$ cat src/rtl/spi_flash_reader.sv
// Each CPU read in the flash window becomes one SPI read (0x03). `SPI_FAST_READ_EN selects 0x0B plus 8 dummy clocks.
// Data is valid 1+2*CLK_DIV*N cycles after the request (N=40, or 48 with fast read). o_mrdy stalls the CPU meanwhile, and the bus is released while i_FT_CS is low.
module spi_flash_reader #(
  parameter int          CLK_DIV    = 2,
  parameter logic [23:0] FLASH_BASE = 24'h000000
) (
  input  logic        i_clk,
  input  logic        i_reset_n,
  input  logic        i_spi_ce,
  input  logic        i_FT_CS,
  input  logic        i_rw,
  input  logic [15:0] i_addr,
  output logic [7:0]  o_data,
  output logic        o_data_valid,
  output logic        o_mrdy,
  output logic        o_spi_cs_n,
  output logic        o_spi_sclk,
  output logic        o_spi_mosi,
  input  logic        i_spi_miso,
  output logic        o_spi_oe
);

`ifdef SPI_FAST_READ_EN
  localparam int          N_BITS = 48;
  localparam logic [7:0]  RD_CMD = 8'h0B;
`else
  localparam int          N_BITS = 40;
  localparam logic [7:0]  RD_CMD = 8'h03;
`endif
  localparam int               DIV_W    = (CLK_DIV > 1) ? $clog2(CLK_DIV) : 1;
  localparam logic [DIV_W-1:0] DIV_LAST = DIV_W'(CLK_DIV - 1);
  localparam logic [5:0]       LAST_BIT = 6'(N_BITS - 1);

  typedef enum logic [2:0] {
    S_IDLE,
    S_CMD,
    S_ADDR,
    S_DUMMY,
    S_DATA,
    S_DONE
  } state_t;

  state_t            state;
  logic [DIV_W-1:0]  div_cnt;
  logic [5:0]        bit_cnt;
  logic [N_BITS-1:0] tx_sr;
  logic [7:0]        rx_sr;
  logic              req;
  logic              busy;
  logic [23:0]       flash_addr;
  logic [N_BITS-1:0] frame;
  logic              addr_hi_unused;

  // Upper address bits are already decoded into i_spi_ce.
  assign addr_hi_unused = ^i_addr[15:12];

  // Gating with reset keeps o_mrdy at its reset value while reset is held.
  assign req        = i_spi_ce & i_rw & i_FT_CS & i_reset_n;
  assign busy       = state inside {S_CMD, S_ADDR, S_DUMMY, S_DATA};
  assign flash_addr = FLASH_BASE + {12'h000, i_addr[11:0]};
  assign frame      = {RD_CMD, flash_addr, {(N_BITS - 32){1'b0}}};

  assign o_mrdy   = ~((state == S_IDLE && req) || busy);
  assign o_spi_oe = i_FT_CS;

  always_ff @(posedge i_clk) begin
    if (!i_reset_n) begin
      state        <= S_IDLE;
      div_cnt      <= '0;
      bit_cnt      <= '0;
      tx_sr        <= '0;
      rx_sr        <= '0;
      o_data       <= '0;
      o_data_valid <= 1'b0;
      o_spi_cs_n   <= 1'b1;
      o_spi_sclk   <= 1'b0;
      o_spi_mosi   <= 1'b0;
    end else begin
      o_data_valid <= 1'b0;
      case (state)
        S_IDLE: begin
          if (req) begin
            state      <= S_CMD;
            o_spi_cs_n <= 1'b0;
            o_spi_sclk <= 1'b0;
            o_spi_mosi <= frame[N_BITS-1];
            tx_sr      <= frame << 1;
            div_cnt    <= '0;
            bit_cnt    <= '0;
          end
        end
        S_DONE: begin
          if (!i_spi_ce) state <= S_IDLE;
        end
        default: begin
          if (!i_FT_CS) begin
            state      <= S_IDLE;
            o_spi_cs_n <= 1'b1;
            o_spi_sclk <= 1'b0;
            o_spi_mosi <= 1'b0;
          end else if (div_cnt != DIV_LAST) begin
            div_cnt <= div_cnt + 1'b1;
          end else begin
            div_cnt    <= '0;
            o_spi_sclk <= ~o_spi_sclk;
            if (!o_spi_sclk) begin
              rx_sr <= {rx_sr[6:0], i_spi_miso};
            end else if (bit_cnt == LAST_BIT) begin
              // The final falling edge coincides with cs_n release and data return.
              state        <= S_DONE;
              o_spi_cs_n   <= 1'b1;
              o_spi_mosi   <= 1'b0;
              o_data       <= rx_sr;
              o_data_valid <= 1'b1;
            end else begin
              bit_cnt    <= bit_cnt + 1'b1;
              o_spi_mosi <= tx_sr[N_BITS-1];
              tx_sr      <= tx_sr << 1;
              case (bit_cnt)
                6'd7:  state <= S_ADDR;
`ifdef SPI_FAST_READ_EN
                6'd31: state <= S_DUMMY;
                6'd39: state <= S_DATA;
`else
                6'd31: state <= S_DATA;
`endif
                default: ;
              endcase
            end
          end
        end
      endcase
    end
  end

endmodule
$ cat config.mk
export PLATFORM = sky130hd
export DESIGN_NAME = spi_flash_reader
export DESIGN_NICKNAME = d
export VERILOG_FILES = /design/src/rtl/spi_flash_reader.sv
export SDC_FILE = /design/constraint.sdc
export NUM_CORES = 1
export LEC_CHECK = 0
export BUFFER_PORTS_ARGS = -buffer_cell sky130_fd_sc_hd__buf_2
export CAP_MARGIN = 10
export CORE_UTILIZATION = 35
export CTS_CLUSTER_SIZE = 40
export DETAILED_ROUTE_END_ITERATION = 7
export HOLD_SLACK_MARGIN = 0.08
export PLACE_DENSITY_LB_ADDON = 0.25
export SLEW_MARGIN = 5
export SYNTH_ARGS = -nofsm -noshare
export SYNTH_HDL_FRONTEND = slang
export SYNTH_SLANG_ARGS = --single-unit
$ cat constraint.sdc
create_clock -name i_clk -period 2 [get_ports i_clk]
set_input_delay 0.2 -clock i_clk [delete_from_list [all_inputs] [get_ports i_clk]]
set_output_delay 0.2 -clock i_clk [all_outputs]
set_load 0.02 [all_outputs]
==> metrics, run 1 <==
Multi-input gate area=roughly 1500 um^2; TritonCTS buffer count=9; Clock Skews=about 9.5 ps; CP Capture Type=output port; placed insts=452; fin nets=385; Critical Path Start Type=flip-flop; vias in the first global route=2328; Die X=about 92 um; Synth Warn #=0; Yosys reg bits=61; final hold vios=0; final WL=around 6400 um; leakage power=around 1.3 nW; clock sink count=61; register area=about 1200 um^2; Worst Path Required=1800 ps; 1st-pass router iterations=4; leading area contributor after synthesis=dfxtp_1; most numerous cell in the Yosys netlist=dfxtp_1; status=finished, final reports clean; Slew Limit Fails=0; gr ovfl total=0; DP Wirelength=between 4000 and 5000 um; Hold Path Depth=3; crit-path max FO=10; Worst-path clk slew=60 ps; CTS tree=yes; Synth async-reset ratio=0; Die ar.=approximately 8400 um^2; Mapped Area=roughly 2800 um^2; initial antenna violation count=0; clk_lat worst skew=340 ps; io pins=36; fmax=roughly 520 MHz; actual transition at the worst max-transition pin=527 ps; ys flop type=dfxtp_1; GRT Util Overall=0.163; Setup TNS=0 ps; Final period util=0.955; Post-Synthesis Cells=about 330; Layout Cells excl Fill=approximately 470; ANT nets after route=0; Yosys cell types=46; vias per inst=roughly 5.4; Min Hold Slack=106 ps; post-synth top area share=0.434; crit path kind=reg2out; top post-synthesis cells by area=dfxtp_1 43%, nand3_1 8.7%, nand2_1 7.1%; largest net degree at the start of global routing=27; dpl cell area=between 3000 and 4000 um^2; fin worst setup slack=about 90 ps; area grow syn2layout=17.5%; max_slew headroom=0.646; unrepaired setup endpoints after global routing=false; first-pass GRT wire length=between 10000 and 15000 um; IO buf count=31; Final Util=0.426; Max H-tree Level=3; synthesized area per cell=around 8.5 um^2; core footprint=just under 8000 um^2; syn nets=354; routed length per instance=~14 um; Post-Place Setup Slack=-16.8 ps; routability cong.=~0.77; post-route minimum period=between 1500 and 2000 ps; Vias=roughly 2500; Max Cap Viol=0; Setup-failing EPs final=0; number of inserted diodes=0; number of synthesized flops with an enable pin=0; Root Buffer Master=clkbuf_8; initial core utilization=0.362; Filler cells=between 700 and 800; Final Power=around 2.7 mW; DRC Markers=0; Initial DRC Count=approximately 100; Finished Cell Area=3310 um^2; worst reg2reg path depth=5; sequential area share after synthesis=0.434; share of cells above drive strength 1=0.213; PwrDens=809 nW/um^2; number of post-CTS setup repair buffers=0; Vert. Die Dim=~92 um; worst vdd ir=~0.00027 V; Max Root-Sink Buffers=2; synth cell count leaders=61 x dfxtp_1, 53 x nand2_1, 49 x nand3_1; Cell Rows=32; worst hold path type=in2reg; CP arrival=1710 ps
==> cells in the final DEF (no fill, tap or decap), drive strengths merged, types with 2 or more instances in the layout <==
cell     synthesis  final
o221a           13     13
a31oi           19     19
o211ai           4      4
nor2            20     20
nand3           49     49
a21oi           11     11
o2111ai          2      2
inv              2      2
or4              3      3
or3              3      3
o22ai            2      2
buf             16     48
o21ai           10     10
and2             2      2
nor3b            4      4
mux2i           17     17
and4             2      2
nand2           53     53
dfxtp           61     61
nand3b           2      2
clkbuf          13     16
nor2b            2      2
o31ai            4      4
==> path summary, 6_finish.rpt <==
check              endpoint        from  slack (ps)
hold / removal     rx_sr[0]  i_spi_miso         110
hold reg to reg    tx_sr[9]    tx_sr[9]         470
setup / recovery     o_mrdy    state[2]          90
setup reg to reg  tx_sr[12]  bit_cnt[3]         140
==> cell families (layout without fill, tap and decap cells) <==
kind of cell / count (synthesis) / count (layout) / share of synthesized area
buf+inv: 31 / 67 / 0.0538
compound gates: 71 / 71 / 0.188
xor+xnor: 1 / 1 / 0.00311
simple gates: 149 / 149 / 0.256
flops: 61 / 61 / 0.434
mux: 17 / 17 / 0.0605
fa+ha+maj: 1 / 1 / 0.00445
==> flip-flops by register name (all words and copies together) (netlist names) <==
register / flops
bit_cnt: 6
div_cnt: 1
o_data: 8
o_data_valid: 1
o_spi_cs_n: 1
o_spi_mosi: 1
o_spi_sclk: 1
rx_sr: 8
state: 3
tx_sr: 31
==> layer usage <==
| layer | track usage | part of all wire | up-vias |
|---|---|---|---|
| met5 | 0 | 0 | - |
| met3 | 0.0448 | 0.049 | 12 |
| li1 | - | - | 1275 |
| met1 | 0.211 | 0.48 | 1194 |
| met2 | 0.254 | 0.46 | 54 |
| met4 | 0.0714 | 0.015 | 0 |
==> power breakdown <==
| part | internal (mW) | switching, mW |
|---|---|---|
| Combinational | 0.145 | 0.215 |
| Sequential | 1.24 | 0.0336 |
| Clock | 0.588 | 0.454 |
| Total | 1.97 | 0.702 |
==> critical path: stages (launching register included) <==
cell	delay, ps
dfxtp_1	410
or3_4	450
buf_4	190
o21ai_0	140
buf_2	180
==> layout make-up <==
cell class                      instances  area share
Clock buffer                           16      0.0575
Multi-Input combinational cell        239       0.443
Tap cell                              102      0.0386
Timing Repair Buffer                   49      0.0886
Sequential cell                        61       0.370
Inverter                                2     0.00227
==> repair_timing <==
action / CTS / global route
gates resized for setup: 1 / 3
pin swaps: 0 / 1
setup endpoints to repair: 14 / 38
endpoints found under the hold margin: 1 / 0
hold buffers: 1 / 0
cloned: 0 / 0
(Power assumes the default switching activity.)
==> run 2: changes to the inputs <==
--- a/config.mk
+++ b/config.mk
@@ -11,7 +11,7 @@
 export CTS_CLUSTER_SIZE = 40
 export DETAILED_ROUTE_END_ITERATION = 7
 export HOLD_SLACK_MARGIN = 0.08
-export PLACE_DENSITY_LB_ADDON = 0.25
+export PLACE_DENSITY_LB_ADDON = 0.05
 export SLEW_MARGIN = 5
 export SYNTH_ARGS = -nofsm -noshare
 export SYNTH_HDL_FRONTEND = slang
==> metrics, run 2 (synthesis gave the netlist of run 1 again) <==
status=finished, final reports clean; actual transition at the worst max-transition pin=542 ps (+14.8 ps); first-pass GRT wire length=11500 um (+5.7%); placed insts=455 (+0.66%); Final period util=0.939 (-0.0163); initial antenna violation count=0 (unchanged); Max H-tree Level=3 (unchanged); DP Wirelength=4430 um (+5.9%); PwrDens=777 nW/um^2 (-3.9%); Vert. Die Dim=91.6 um (unchanged); routed length per instance=14.3 um (+4.9%); max reg flops=31 (unchanged); Initial DRC Count=120 (+15%); max_slew headroom=0.636 (-0.00994); leakage power=1.28 nW (+1.5%); core footprint=7770 um^2 (unchanged); Die X=91.6 um (unchanged); clk_lat worst skew=340 ps (about the same); Vias=2524 (-0.43%); met3 WL=316 um (+1.3%); fmax=533 MHz (+1.7%); Setup TNS=0 ps (unchanged); CTS tree=yes; Max Cap Viol=0 (unchanged); share of cells above drive strength 1=0.222 (+0.00969); fin nets=389 (+1.0%); Worst-path clk slew=60 ps (about the same); Worst Path Buf+Inv=1 (-1); largest reg by FF count=tx_sr; met1 WL=3290 um (+7.2%); top routing layer used=met4; area grow syn2layout=18.0%; Final Util=0.427 (+0.00177); Setup-failing EPs final=0 (unchanged); crit path kind=reg2reg; TritonCTS buffer count=9 (unchanged); Top Family by Delay on Critical Path=compound AO/OA/AOI/OAI gates; vias in the first global route=2381 (+2.3%); io pins=36 (unchanged); final hold vios=0 (unchanged); Clock Skews=9.55 ps (+0.0617 ps); Die ar.=8400 um^2 (unchanged); number of inserted diodes=0 (unchanged); Cell Rows=32 (unchanged); GRT Util Overall=0.175 (+0.0121); Critical Path Start Type=flip-flop; IO buf count=31 (unchanged); Layout Cells excl Fill=471 (+0.43%); fin worst setup slack=122 ps (+32.7 ps); worst vdd ir=0.000288 V (+8.0%); Post-Place Setup Slack=-74.6 ps (-57.8 ps); gr ovfl total=0 (unchanged); most common cell after layout, fill and taps aside=dfxtp_1; CP peak stage delay=540 ps (+90 ps); Max Root-Sink Buffers=2 (unchanged); initial core utilization=0.362 (unchanged); final WL=6740 um (+5.4%); DRC Markers=0 (unchanged); clock sink count=61 (unchanged); ANT nets after route=0 (unchanged); Finished Cell Area=3320 um^2 (+0.42%); crit-path max FO=9 (-1); CP arrival=2140 ps (+430 ps); Root Buffer Master=clkbuf_8; dpl cell area=3130 um^2 (+1.1%); most frequent cells in the layout=59 x dfxtp_1, 53 x nand2_1, 49 x nand3_1; post-route minimum period=1880 ps (-32.7 ps); metal2 WL=3070 um (+4.8%); routability cong.=0.741 (-3.9%); 1st-pass router iterations=4 (unchanged); Worst Path Required=2260 ps (+460 ps); Slew Limit Fails=0 (unchanged); slowest CP cell=dfxtp_1; top flop regs=tx_sr: 31 flops, o_data: 8 flops, rx_sr: 8 flops; worst hold path type=in2reg; CP Capture Type=flip-flop; vias per inst=5.36 (-0.86%); CP cell instances=o31a_1, o211ai_4, buf_4, or4_1, a21oi_1; largest net degree at the start of global routing=20 (-26%)
-- run 2: cell count changes in the layout (fill, tap and decap cells not counted), sizes merged --
cell and change:
buf +4, clkbuf -4, clkinv +2
-- run 2: cell type report --
class,count,area [um^2]
clock buffer,12,155
multi-input combinational,239,1460
sequential,61,1220
inverter,2,7.51
tap,102,128
fill,830,4450
clock inverter,2,10.0
timing repair buffer,53,335
-- run 2: worst paths after layout --
path,start,end,slack (ps),cells after the start
hold reg to reg,tx_sr[9],tx_sr[9],460,2
setup reg to reg,state[0],bit_cnt[2],120,5
setup / recovery,state[0],bit_cnt[2],120,5
hold / removal,i_spi_miso,rx_sr[0],120,3
-- run 2: metrics by stage --
stage	total power, mW	hold WS, ps
floorplan	1.55	309
global placement	1.65	411
detailed placement	1.65	419
CTS	2.61	107
global route	2.70	137
finish	2.58	118
-- run 2: what timing repair did --
item	4_1_cts	5_1_grt
hold buffers	1	0
pin swaps	0	2
buffers inserted	0	1
gates resized for setup	2	2
endpoints found under the setup margin	13	15
hold endpoints to repair	1	0
-- run 2: layer usage --
layer,track usage,up-vias
met5,0,-
met3,0.0556,7
li1,-,1271
met4,0.0476,0
met2,0.274,48
met1,0.232,1198
-- run 2: report_power, final --
part | internal [mW] | switching, mW
logic | 0.143 | 0.214
clock network | 0.500 | 0.448
registers | 1.24 | 0.0352
-- run 2: tightest hold or removal path: cells and delay by family --
kind          cells  cell delay (ps)
mux               1               60
buf+inv           1               80
simple gates      1               80
